==> config.mk <==
export PLATFORM = sky130hd
export DESIGN_NAME = aes256_ctr_ctrl_flat
export DESIGN_NICKNAME = d
export VERILOG_FILES = /design/src/rtl/aes256_ctr_ctrl_if.sv /design/src/rtl/aes256_ctr_ctrl.sv /design/src/flat_wrapper.sv
export SDC_FILE = /design/constraint.sdc
export NUM_CORES = 1
export LEC_CHECK = 0
export ABC_CLOCK_PERIOD_IN_PS = 3200
export BUFFER_PORTS_ARGS = -buffer_cell sky130_fd_sc_hd__buf_4
export CELL_PAD_IN_SITES_DETAIL_PLACEMENT = 0
export CELL_PAD_IN_SITES_GLOBAL_PLACEMENT = 2
export CORE_AREA = 3 3 503 505
export DETAILED_ROUTE_END_ITERATION = 10
export DIE_AREA = 0 0 506 508
export PLACE_DENSITY_LB_ADDON = 0.12
export SLEW_MARGIN = 20
export SYNTH_ARGS = -nofsm -noshare
export SYNTH_HDL_FRONTEND = slang
export SYNTH_SLANG_ARGS = --single-unit
export TNS_END_PERCENT = 20
==> constraint.sdc <==
create_clock -name clk -period 3.2 [get_ports clk]
set_clock_uncertainty 0.05 [all_clocks]
set_input_delay 0.64 -clock clk [delete_from_list [all_inputs] [get_ports clk]]
set_output_delay 0.64 -clock clk [all_outputs]
set_load 0.1 [all_outputs]
==> src/rtl/aes256_ctr_ctrl_if.sv <==
`default_nettype none
// ============================================================================
// Module : aes256_ctr_ctrl_if
// Desc   : Command, plaintext, FIFO-side and output buses of the CTR sequencer.
// Rev    : 1.0
// ============================================================================
interface aes256_ctr_ctrl_if #(
    parameter int COUNT_WIDTH = 16
);
    logic                   cmd_start;
    logic                   cmd_ready;
    logic [255:0]           cmd_key;
    logic [127:0]           cmd_iv;
    logic [COUNT_WIDTH-1:0] cmd_nblocks;
    logic                   s_valid;
    logic                   s_ready;
    logic [127:0]           s_block;
    logic                   aes_in_valid;
    logic                   aes_in_ready;
    logic [127:0]           aes_in_block;
    logic [127:0]           aes_ctr;
    logic [255:0]           aes_key;
    logic                   aes_out_valid;
    logic                   aes_out_ready;
    logic [127:0]           aes_out_block;
    logic                   aes_empty;
    logic                   m_valid;
    logic                   m_ready;
    logic [127:0]           m_block;
    logic                   m_last;
    logic                   busy;
    logic                   done;

    modport master (
        output cmd_start, cmd_key, cmd_iv, cmd_nblocks, s_valid, s_block,
               aes_in_ready, aes_out_valid, aes_out_block, aes_empty, m_ready,
        input  cmd_ready, s_ready, aes_in_valid, aes_in_block, aes_ctr, aes_key,
               aes_out_ready, m_valid, m_block, m_last, busy, done
    );

    modport slave (
        input  cmd_start, cmd_key, cmd_iv, cmd_nblocks, s_valid, s_block,
               aes_in_ready, aes_out_valid, aes_out_block, aes_empty, m_ready,
        output cmd_ready, s_ready, aes_in_valid, aes_in_block, aes_ctr, aes_key,
               aes_out_ready, m_valid, m_block, m_last, busy, done
    );
endinterface
`default_nettype wire

==> src/rtl/aes256_ctr_ctrl.sv <==
`default_nettype none
// ============================================================================
// Module : aes256_ctr_ctrl
// Desc   : CTR-mode job sequencer in front of the AES-256 pipeline FIFO.
// Rev    : 1.0
// ============================================================================
module aes256_ctr_ctrl #(
    parameter int CTR_WIDTH   = 32,
    parameter int COUNT_WIDTH = 16
) (
    input  logic              clk,
    input  logic              rst,
    aes256_ctr_ctrl_if.slave  bus
);
    localparam logic [1:0] S_IDLE  = 2'd0;
    localparam logic [1:0] S_RUN   = 2'd1;
    localparam logic [1:0] S_DRAIN = 2'd2;
    localparam logic [1:0] S_DONE  = 2'd3;

    localparam logic [127:0]           c_LOW_MASK = (128'd1 << CTR_WIDTH) - 128'd1;
    localparam logic [COUNT_WIDTH-1:0] c_CNT_ONE  = {{(COUNT_WIDTH-1){1'b0}}, 1'b1};

    logic [1:0]             r_state;
    logic [255:0]           r_key;
    logic [127:0]           r_ctr;
    logic [COUNT_WIDTH-1:0] r_n;
    logic [COUNT_WIDTH-1:0] r_in_cnt;
    logic [COUNT_WIDTH-1:0] r_out_cnt;

    logic                   w_idle;
    logic                   w_run;
    logic                   w_out_act;
    logic                   w_in_hs;
    logic                   w_out_hs;
    logic [COUNT_WIDTH-1:0] w_n_m1;
    logic [127:0]           w_ctr_inc;
    logic [127:0]           w_ctr_next;

    assign w_idle    = (r_state == S_IDLE);
    assign w_run     = (r_state == S_RUN);
    assign w_out_act = (r_state == S_RUN) || (r_state == S_DRAIN);
    assign w_in_hs   = w_run && bus.s_valid && bus.aes_in_ready;
    assign w_out_hs  = w_out_act && bus.aes_out_valid && bus.m_ready;
    assign w_n_m1    = r_n - c_CNT_ONE;

    // Only the low CTR_WIDTH bits advance; the carry out of that field is dropped.
    assign w_ctr_inc  = r_ctr + 128'd1;
    assign w_ctr_next = (r_ctr & ~c_LOW_MASK) | (w_ctr_inc & c_LOW_MASK);

    assign bus.cmd_ready     = w_idle;
    assign bus.busy          = !w_idle;
    assign bus.done          = (r_state == S_DONE);
    assign bus.aes_key       = r_key;
    assign bus.aes_ctr       = r_ctr;
    assign bus.aes_in_valid  = w_run && bus.s_valid;
    assign bus.s_ready       = w_run && bus.aes_in_ready;
    assign bus.aes_in_block  = w_run ? bus.s_block : 128'd0;
    assign bus.m_valid       = w_out_act && bus.aes_out_valid;
    assign bus.aes_out_ready = w_out_act && bus.m_ready;
    assign bus.m_block       = w_out_act ? bus.aes_out_block : 128'd0;
    assign bus.m_last        = bus.m_valid && (r_out_cnt == w_n_m1);

    always_ff @(posedge clk) begin
        if (rst) begin
            r_state   <= S_IDLE;
            r_key     <= 256'd0;
            r_ctr     <= 128'd0;
            r_n       <= '0;
            r_in_cnt  <= '0;
            r_out_cnt <= '0;
        end else begin
            case (r_state)
                S_IDLE: begin
                    if (bus.cmd_start) begin
                        r_key     <= bus.cmd_key;
                        r_ctr     <= bus.cmd_iv;
                        r_n       <= bus.cmd_nblocks;
                        r_in_cnt  <= '0;
                        r_out_cnt <= '0;
                        r_state   <= (bus.cmd_nblocks == '0) ? S_DONE : S_RUN;
                    end
                end
                S_RUN: begin
                    if (w_in_hs) begin
                        r_ctr    <= w_ctr_next;
                        r_in_cnt <= r_in_cnt + c_CNT_ONE;
                        if (r_in_cnt == w_n_m1) begin
                            r_state <= S_DRAIN;
                        end
                    end
                end
                S_DRAIN: begin
                    if ((r_out_cnt == r_n) && bus.aes_empty) begin
                        r_state <= S_DONE;
                    end
                end
                S_DONE:  r_state <= S_IDLE;
                default: r_state <= S_IDLE;
            endcase
            // Outputs may overtake the input side, so they count in RUN too.
            if (w_out_hs) begin
                r_out_cnt <= r_out_cnt + c_CNT_ONE;
            end
        end
    end
endmodule
`default_nettype wire

==> src/flat_wrapper.sv <==
// flat-port wrapper written by rule: the top's interface ports become plain ports
module aes256_ctr_ctrl_flat 
#(
    parameter int CTR_WIDTH   = 32,
    parameter int COUNT_WIDTH = 16
)
  (clk, rst, bus_cmd_start, bus_cmd_key, bus_cmd_iv, bus_cmd_nblocks, bus_s_valid, bus_s_block, bus_aes_in_ready, bus_aes_out_valid, bus_aes_out_block, bus_aes_empty, bus_m_ready, bus_cmd_ready, bus_s_ready, bus_aes_in_valid, bus_aes_in_block, bus_aes_ctr, bus_aes_key, bus_aes_out_ready, bus_m_valid, bus_m_block, bus_m_last, bus_busy, bus_done);
  aes256_ctr_ctrl_if #(.COUNT_WIDTH(COUNT_WIDTH)) bus_i ();
  input  logic clk;
  input  logic rst;
  input wire logic [$bits(bus_i.cmd_start)-1:0] bus_cmd_start;
  input wire logic [$bits(bus_i.cmd_key)-1:0] bus_cmd_key;
  input wire logic [$bits(bus_i.cmd_iv)-1:0] bus_cmd_iv;
  input wire logic [$bits(bus_i.cmd_nblocks)-1:0] bus_cmd_nblocks;
  input wire logic [$bits(bus_i.s_valid)-1:0] bus_s_valid;
  input wire logic [$bits(bus_i.s_block)-1:0] bus_s_block;
  input wire logic [$bits(bus_i.aes_in_ready)-1:0] bus_aes_in_ready;
  input wire logic [$bits(bus_i.aes_out_valid)-1:0] bus_aes_out_valid;
  input wire logic [$bits(bus_i.aes_out_block)-1:0] bus_aes_out_block;
  input wire logic [$bits(bus_i.aes_empty)-1:0] bus_aes_empty;
  input wire logic [$bits(bus_i.m_ready)-1:0] bus_m_ready;
  output wire logic [$bits(bus_i.cmd_ready)-1:0] bus_cmd_ready;
  output wire logic [$bits(bus_i.s_ready)-1:0] bus_s_ready;
  output wire logic [$bits(bus_i.aes_in_valid)-1:0] bus_aes_in_valid;
  output wire logic [$bits(bus_i.aes_in_block)-1:0] bus_aes_in_block;
  output wire logic [$bits(bus_i.aes_ctr)-1:0] bus_aes_ctr;
  output wire logic [$bits(bus_i.aes_key)-1:0] bus_aes_key;
  output wire logic [$bits(bus_i.aes_out_ready)-1:0] bus_aes_out_ready;
  output wire logic [$bits(bus_i.m_valid)-1:0] bus_m_valid;
  output wire logic [$bits(bus_i.m_block)-1:0] bus_m_block;
  output wire logic [$bits(bus_i.m_last)-1:0] bus_m_last;
  output wire logic [$bits(bus_i.busy)-1:0] bus_busy;
  output wire logic [$bits(bus_i.done)-1:0] bus_done;
  assign bus_i.cmd_start = bus_cmd_start;
  assign bus_i.cmd_key = bus_cmd_key;
  assign bus_i.cmd_iv = bus_cmd_iv;
  assign bus_i.cmd_nblocks = bus_cmd_nblocks;
  assign bus_i.s_valid = bus_s_valid;
  assign bus_i.s_block = bus_s_block;
  assign bus_i.aes_in_ready = bus_aes_in_ready;
  assign bus_i.aes_out_valid = bus_aes_out_valid;
  assign bus_i.aes_out_block = bus_aes_out_block;
  assign bus_i.aes_empty = bus_aes_empty;
  assign bus_i.m_ready = bus_m_ready;
  assign bus_cmd_ready = bus_i.cmd_ready;
  assign bus_s_ready = bus_i.s_ready;
  assign bus_aes_in_valid = bus_i.aes_in_valid;
  assign bus_aes_in_block = bus_i.aes_in_block;
  assign bus_aes_ctr = bus_i.aes_ctr;
  assign bus_aes_key = bus_i.aes_key;
  assign bus_aes_out_ready = bus_i.aes_out_ready;
  assign bus_m_valid = bus_i.m_valid;
  assign bus_m_block = bus_i.m_block;
  assign bus_m_last = bus_i.m_last;
  assign bus_busy = bus_i.busy;
  assign bus_done = bus_i.done;
  aes256_ctr_ctrl #(.CTR_WIDTH(CTR_WIDTH), .COUNT_WIDTH(COUNT_WIDTH)) u_core (.clk(clk), .rst(rst), .bus(bus_i));
endmodule
After elaboration in Yosys (flattened, before gate mapping). Index checks and enable logic that the tools add are counted.

Register bits after elaboration: 434. Input bits: 664. Output and inout port bits: 648.

Add/sub/neg operators: 4. Eq/ne operators: 10. Multiplexer cells: 16. Bitwise operators: 1. Reduce and logical (&&, ||, !) cells: 19.

Operator list (number): 128-bit 2-to-1 mux (4); 128-bit case mux with 2 select lines (1); 128-bit by 32-bit OR with 128-bit output (1); 16-bit 2-to-1 mux (4); 16-bit == test (3); 16-bit by 1-bit adder with 16-bit output (second input constant) (2); 32-bit by 1-bit adder with 32-bit output (second input constant) (1); 16-bit case mux with 2 select lines (1); 16-bit logical NOT (1); 16-bit by 1-bit subtractor with 16-bit output (second input constant) (1); 2-bit 2-to-1 mux (5); 1-bit logical AND (8); 2-bit != test (second input constant) (4); 2-bit case mux with 4 select lines (1); 2-bit nonzero test (3); 2-bit == test (second input constant) (2); 2-bit AND reduction (2); 4-bit AND reduction (1); 3-bit AND reduction (1); 2-bit by 1-bit == test with 1-bit output (second input constant) (1); 2-bit logical NOT (1); 1-bit logical NOT (1); 1-bit logical OR (1).

Depth between registers and ports, before layout. Gate-level depths: netlist (run 1).

Depth in word-level cells: 6. Depth in mapped cells: 11. Gate-level depth less buffers: 9.

Worst setup path after synthesis (run 1). Ideal clock, no wire load.

Kind: reg-to-output. From: register u_core.r_state[0]. To: output port bus_m_last. Arrival: 3.014 ns. Data required time: 2.510 ns. Slack: -0.504 ns. Cell stages (with the launch flop): 10. Path buffers: 1. Cell sequence: dfxtp_1 -> inv_1 -> ha_1 -> clkbuf_1 -> and2_1 -> nand3_1 -> nor4_1 -> nand3_1 -> nor3_1 -> and3_1.

Cells in the longest elaborated chain, start to end: 4. Elaborated cells on any way between the ends: 5.

Ends and longest elaborated chain: from (decl) (RTL line aes256_ctr_ctrl.sv:23) `logic [1:0] r_state;`; from (signal assigned) (RTL line aes256_ctr_ctrl.sv:80) `r_state <= (bus.cmd_nblocks == '0) ? S_DONE : S_RUN;`; 2-bit by 1-bit == test with 1-bit output or 2-bit == test (tied branches) (RTL line aes256_ctr_ctrl.sv:41) `assign w_out_act = (r_state == S_RUN) || (r_state == S_DRAIN);`; 1-bit logical OR (*) (RTL line aes256_ctr_ctrl.sv:41); 1-bit logical AND (*) (RTL line aes256_ctr_ctrl.sv:58) `assign bus.m_valid = w_out_act && bus.aes_out_valid;`; via bus_m_valid (RTL line flat_wrapper.sv:29) `output wire logic [$bits(bus_i.m_valid)-1:0] bus_m_valid;`; 1-bit logical AND (*) (RTL line aes256_ctr_ctrl.sv:61) `assign bus.m_last = bus.m_valid && (r_out_cnt == w_n_m1);`; to (decl) (RTL line flat_wrapper.sv:31) `output wire logic [$bits(bus_i.m_last)-1:0] bus_m_last;`.

The timed path passes the listed nets; every way through them passes the cells marked *.

Worst setup path in the final report (run 1).
From: register u_core.r_n[3]. To: output port bus_m_last.

Cells in the longest elaborated chain, start to end: 3.

Ends and longest elaborated chain: from (decl) (RTL line aes256_ctr_ctrl.sv:26) `logic [COUNT_WIDTH-1:0] r_n;`; from (signal assigned) (RTL line aes256_ctr_ctrl.sv:77) `r_n <= bus.cmd_nblocks;`; 16-bit by 1-bit subtractor with 16-bit output (RTL line aes256_ctr_ctrl.sv:44) `assign w_n_m1 = r_n - c_CNT_ONE;`; 16-bit == test (RTL line aes256_ctr_ctrl.sv:61); 1-bit logical AND (RTL line aes256_ctr_ctrl.sv:61).

No other way between the ends.

==> results of run 1 <==
-- cells by family (layout without fill, tap and decap cells) --
family          Yosys count  count (layout)  share of synthesized area
compound gates          537             537                      0.153
xor+xnor                 57              57                     0.0269
fa+ha+maj                 8               8                    0.00524
buf+inv                 221            1569                     0.0463
flops                   434             434                      0.455
mux                       3               3                    0.00183
other cells               0              16                          0
simple gates           1294            1294                      0.312
-- power breakdown --
group,internal (mW),leakage (nW),total (mW),switching (mW)
Combinational,5.68,10.5,28.0,22.3
Sequential,6.55,3.56,7.36,0.808
Clock,4.88,1.19,8.28,3.40
Total,17.1,15.2,43.6,26.5
-- worst max-delay path, stage by stage (launching register included) --
cell and delay [ns]:
dfxtp_1 0.31, buf_4 0.17, or4_4 0.60, nor3_4 0.28
nor2_2 0.06, o21ai_1 0.13, o311ai_1 0.11, o21ai_1 0.14
and3_4 0.24, buf_12 0.18
-- final cells by class --
type                       count  area [um^2]  share of cell area
timing repair buffer        1423        11000               0.305
multi-input combinational   1899         9640               0.268
sequential                   434         8690               0.241
tap                         3330         4170               0.116
clock buffer                 111         2120              0.0588
clock inverter                20          339             0.00941
inverter                      15         56.3             0.00156
antenna                       16         40.0             0.00111
-- layer usage --
layer,routed length [um],part of all wire
met3,18500,0.11
met1,65200,0.39
met2,81300,0.49
met5,322,0.0019
met4,2120,0.013
-- placed cells by master, fill, tap and decap left out, types with 5 or more instances in the layout --
cell type  synthesis  final
buf_4              1   1397
a211oi_1          17     17
o21ai_0           37     35
buf_12             0     22
clkinv_16          0      5
and4_1             6      6
nor2b_1           11     10
a31oi_1            9      9
xnor2_1           35     35
o22ai_1            8      8
a311oi_1           7      7
o31ai_1            5      5
nand2b_1           5      5
nor3_1            22     20
ha_1               8      5
a21oi_1          415    415
nand4_1           20     20
diode_2            0     16
nand2_1          800    798
clkbuf_1         186     23
a21o_1             5      5
and2_1           263    261
o21a_1             5      5
dfxtp_1          434    432
nand3_1           41     41
inv_1             15     13
xor2_1            21     21
clkinv_2           0      7
nor2_1            68     66
nor4_1            12     11
clkbuf_16          0     73
clkbuf_8           0     15
and3_1            16     15
or2_2              5      5
-- state kept, by name, summed over array words and instances (netlist names) --
name                cells
u_core.r_n             16
u_core.r_out_cnt       16
u_core.bus.aes_key    256
u_core.bus.aes_ctr    128
u_core.r_state          2
u_core.r_in_cnt        16
-- per-stage QoR --
| stage | power, mW | instance area, um^2 | setup slack, ns | util |
|---|---|---|---|---|
| after floorplan | 27.3 | 19100 | 0.0589 | - |
| after global placement | 36.1 | 33400 | -0.189 | 0.134 |
| after detailed placement | 36.0 | 33400 | -0.148 | 0.134 |
| after CTS | 44.8 | 36000 | -0.562 | 0.145 |
| after global routing | 45.8 | 36000 | -0.566 | 0.145 |
| final | 43.6 | 36000 | -0.360 | 0.145 |
-- timing repair --
action                     4_1_cts  5_1_grt
gates resized for setup         14        6
pin swaps                        8        6
setup endpoints to repair      207      125
buffers inserted                 3        2
-- path summary, 6_finish.rpt --
path / slack (ns) / end / cells past startpoint / startpoint
setup / recovery: -0.36 / bus_m_last / 9 / u_core.r_n[3]$_SDFFE_PP0P_
hold / removal: 0.13 / u_core.bus.aes_key[115]$_SDFFE_PP0P_ / 3 / bus_cmd_key[115]
setup reg to reg: 0.47 / u_core.bus.aes_ctr[91]$_SDFFE_PP0P_ / 12 / u_core.r_state[1]$_SDFFE_PP0P_
hold reg to reg: 0.40 / u_core.bus.aes_key[162]$_SDFFE_PP0P_ / 2 / u_core.bus.aes_key[162]$_SDFFE_PP0P_
==> impl_metrics.env, run 1 <==
export IMPL_status="complete, but fails checks"
export IMPL_violations="setup timing"
export IMPL_cts_sinks=434
export IMPL_ys_top_cells_by_count="nand2_1, dfxtp_1, a21oi_1"
export IMPL_end_kind="output port"
export IMPL_fmaxAchievable_mhz=281
export IMPL_grtUsageMet2=0.215
export IMPL_yosysMostFrequentCell="nand2_1"
export IMPL_ios=1312
export IMPL_antenna_found_initial=46
export IMPL_hp_class="primary input to flip-flop"
export IMPL_synth_cell_area_um2=19100
export IMPL_grt_pass1_wl_um=220000
export IMPL_overflow=0
export IMPL_grt_max_degree=133
export IMPL_die_area_um2=257000
export IMPL_cp_required_ns=2.51
export IMPL_via_per_inst=3.13
export IMPL_rsz0062_at_grt="yes"
export IMPL_min_period_over_period=1.11
export IMPL_synth_avg_cell_area_um2=7.48
export IMPL_clk_pin_slew_ns=0.06
export IMPL_setup_tns_ns=-0.491
export IMPL_drt_wl_total_um=167000
export IMPL_dieWidth_um=506
export IMPL_wl_per_cell_um=23.1
export IMPL_ys_seq_area_frac=0.455
export IMPL_grt_busiest_layer="met2"
export IMPL_synth_largest_area_cell="dfxtp_1"
export IMPL_synth_flop_cell="dfxtp_1"
export IMPL_start_util=0.0768
export IMPL_dr_first_iter_drc_count=833
export IMPL_root_buffer="clkbuf_16"
export IMPL_setup_viol=11
export IMPL_layout_setup_ws_ns=-0.360
export IMPL_fp_coreArea_um2=249000
export IMPL_ir_worst_vdd_mv=0.487
export IMPL_dpl_hpwl_um=137000
export IMPL_tightest_slew_ns=0.741
export IMPL_hold_buffers=0
export IMPL_track_usage=0.124
export IMPL_clock_path_buffers=3
export IMPL_vias=22700
export IMPL_maxCapViolations=0
export IMPL_htree_levels=3
export IMPL_fin_nets=4518
export IMPL_maxSlewViolCount=0
export IMPL_clk_latency_ns=0.67
export IMPL_crit_arrival_ns=2.87
export IMPL_ys_warn_count=0
export IMPL_grt_pass1_vias=23600
export IMPL_slew_headroom=0.502
export IMPL_layout_drive_gt1_share=0.404
export IMPL_use_met1=0.138
export IMPL_netlist_area_leader_share=0.455
export IMPL_synth_edf_count=0
export IMPL_fin_cells=7248
export IMPL_cts_made_buffers=73
export IMPL_ys_ff_latch=434
export IMPL_netlist_instances=2554
export IMPL_die_h_um=508
export IMPL_synth_area_leaders="dfxtp_1, nand2_1, a21oi_1"
export IMPL_drtPass1Iterations=5
export IMPL_ys_types=65
export IMPL_num_rows=183
export IMPL_worst_path_max_fanout=8
export IMPL_crit_type="flip-flop to output port"
export IMPL_power_density_nw_per_um2=1210
export IMPL_holdWs_ns=0.130
export IMPL_syn2layout_area_growth_pct=88.7
export IMPL_portBuffers=1311
export IMPL_fillers=28800
export IMPL_p_leak_nw=15.2
export IMPL_drc=0
export IMPL_critPathLaunchType="flip-flop"
export IMPL_syn_num_nets=3226
export IMPL_ant_nets=0
export IMPL_place_congestion=0.888
export IMPL_async_flop_share=0
export IMPL_hold_viol=0
export IMPL_cts_tree="built"
export IMPL_period_minus_slack_ns=3.56
export IMPL_dp_cells=7097
export IMPL_met3_usage=0.0610
Note: power is estimated with default switching activity, not from simulation.
==> run 2, diff against run 1 <==
==> constraint.sdc (replaced) <==
create_clock -name clk -period 3.2 [get_ports clk]
set_clock_uncertainty 0.05 [all_clocks]
set_input_delay 0.32 -clock clk [delete_from_list [all_inputs] [get_ports clk]]
set_output_delay 0.32 -clock clk [all_outputs]
set_load 0.1 [all_outputs]
==> run 2 against run 1 <==
  * The flow still finishes with violations (setup timing)
  * Global-route usage down 0.47 points
  * Clock power down 1%
  * Register-to-register slack worse by 0.09 ns
  * Sequential share of layout area down 2.4 points
  * Worst hold slack worse by 0.082 ns
  * Critical path depth down 1
  * Largest cell class unchanged
  * Highest routed layer unchanged
==> impl_metrics.env, run 2 (same netlist as run 1, synthesis figures left out) <==
export IMPL_hold_viol=0
export IMPL_multi_input_area_um2=9660
export IMPL_fin_total_pwr_mw=43.8
export IMPL_switching_share=0.605
export IMPL_via_per_inst=3.16
export IMPL_crit_type="flip-flop to output port"
export IMPL_die_h_um=508
export IMPL_dp_slack_ns=0.235
export IMPL_grt_pass1_vias=25600
export IMPL_crit_arrival_ns=2.88
export IMPL_layout_setup_ws_ns=-0.0498
export IMPL_dr_first_iter_drc_count=725
export IMPL_cts_made_buffers=72
export IMPL_fin_nets=4908
export IMPL_dpl_hpwl_um=130000
export IMPL_regArea_um2=8690
export IMPL_fp_coreArea_um2=249000
export IMPL_setup_viol=1
export IMPL_overflow=0
export IMPL_fillers=28600
export IMPL_place_congestion=0.871
export IMPL_violations="setup timing"
export IMPL_layout_drive_gt1_share=0.364
export IMPL_vias=24200
export IMPL_cts_tree="built"
export IMPL_track_usage=0.119
export IMPL_intPower_mw=17.3
export IMPL_final_common_cell="buf_4"
export IMPL_drtPass1Iterations=5
export IMPL_clk_latency_ns=0.67
export IMPL_critPathLaunchType="flip-flop"
export IMPL_clk_pin_slew_ns=0.06
export IMPL_hp_class="primary input to flip-flop"
export IMPL_num_rows=183
export IMPL_power_density_nw_per_um2=1100
export IMPL_ant_nets=0
export IMPL_final_cell_mix="buf_4, nand2_1, dfxtp_1"
export IMPL_portBuffers=1311
export IMPL_ios=1312
export IMPL_grt_max_degree=133
export IMPL_period_minus_slack_ns=3.25
export IMPL_setup_tns_ns=-0.0498
export IMPL_clkPwrFrac=0.187
export IMPL_seqPwrFrac=0.169
export IMPL_p_comb_frac=0.644
export IMPL_antenna_found_initial=49
export IMPL_drc=0
export IMPL_grt_pass1_wl_um=218000
export IMPL_syn2layout_area_growth_pct=109
export IMPL_root_buffer="clkbuf_16"
export IMPL_die_area_um2=257000
export IMPL_power_switching_mw=26.5
export IMPL_maxSlewViolCount=0
export IMPL_maxCapViolations=0
export IMPL_drt_wl_total_um=161000
export IMPL_start_util=0.0768
export IMPL_slew_headroom=0.513
export IMPL_tightest_slew_ns=0.730
export IMPL_clock_path_buffers=3
export IMPL_worst_path_max_fanout=3
export IMPL_p_leak_nw=16.8
export IMPL_min_period_over_period=1.02
export IMPL_cp_required_ns=2.83
export IMPL_wl_per_cell_um=21.0
export IMPL_end_kind="output port"
export IMPL_status="complete, but fails checks"
export IMPL_ir_worst_vdd_mv=0.537
export IMPL_cts_sinks=434
export IMPL_dieWidth_um=506
export IMPL_holdWs_ns=0.0472
export IMPL_fmaxAchievable_mhz=308
export IMPL_rsz0062_at_grt="yes"
export IMPL_htree_levels=3
export IMPL_largest_reg_flops=256
## run 2: cell count changes in the layout (fill, tap and decap cells not counted), moves of 2 or more
cell           delta
clkbuf_1          -5
clkbuf_8          +3
buf_4            -10
dlygate4sd3_1   +402
diode_2          +20
clkinv_2          -6
buf_6             -2
## run 2: routing by layer
layer | vias up | GRT usage | routed length, um
li1 | 11800 | - | -
met4 | 30 | 0.0254 | 2650
met3 | 144 | 0.0452 | 14300
met5 | - | 0 | 172
met2 | 911 | 0.205 | 77300
met1 | 11300 | 0.141 | 66300
## run 2: final timing paths
check | from | to | slack, ns | depth (start not counted)
setup / recovery | u_core.r_n[7]$_SDFFE_PP0P_ | bus_m_last | -0.05 | 8
hold / removal | rst | u_core.bus.aes_key[74]$_SDFFE_PP0P_ | 0.05 | 2
setup reg to reg | u_core.r_n[0]$_SDFFE_PP0P_ | u_core.r_state[1]$_SDFFE_PP0P_ | 0.38 | 11
hold reg to reg | u_core.bus.aes_ctr[52]$_SDFFE_PP0P_ | u_core.bus.aes_ctr[52]$_SDFFE_PP0P_ | 0.40 | 2
## run 2: final cells by class
class	count	share of cell area
inverter	15	0.00141
multi-input combinational	1899	0.242
clock buffer	108	0.0530
tap	3330	0.104
sequential	434	0.217
antenna	36	0.00225
timing repair buffer	1814	0.373
clock inverter	14	0.00692
## run 2: power by group through the flow
| stage | sequential (mW) | combinational, mW | clock [mW] |
|---|---|---|---|
| 2_1_floorplan | 15.0 | 12.3 | 0 |
| 3_5_place_dp | 7.53 | 28.3 | 0 |
| 3_3_place_gp | 7.52 | 28.4 | 0 |
| 6_report | 7.41 | 28.2 | 8.20 |
| 5_1_grt | 7.59 | 29.6 | 8.88 |
| 4_1_cts | 7.44 | 28.8 | 8.76 |
## run 2: worst max-delay path: stages (launching register included)
cell and delay, ns:
dfxtp_1 0.30, or4_4 0.58, nor4_4 0.25, xnor2_1 0.11, nor4_2 0.15, nand3_1 0.17, nor3_4 0.23, and3_4 0.22
buf_12 0.17
## run 2: what timing repair did
| action | 4_1_cts | 5_1_grt |
|---|---|---|
| buffers inserted | 2 | 0 |
| setup endpoints to repair | 1 | 2 |
| hold buffers | 402 | 0 |
| pin swaps | 8 | 1 |
| gates cloned | 0 | 0 |
| endpoints found under the hold margin | 398 | 0 |
| resized for setup | 14 | 7 |
## run 2: metrics by stage
stage	area (um^2)	utilization	std cells
after floorplan	19100	-	2554
after global placement	33300	0.134	7088
after detailed placement	33300	0.134	7088
after CTS	39800	0.160	7614
after global routing	39900	0.161	7637
final	40000	0.161	7650
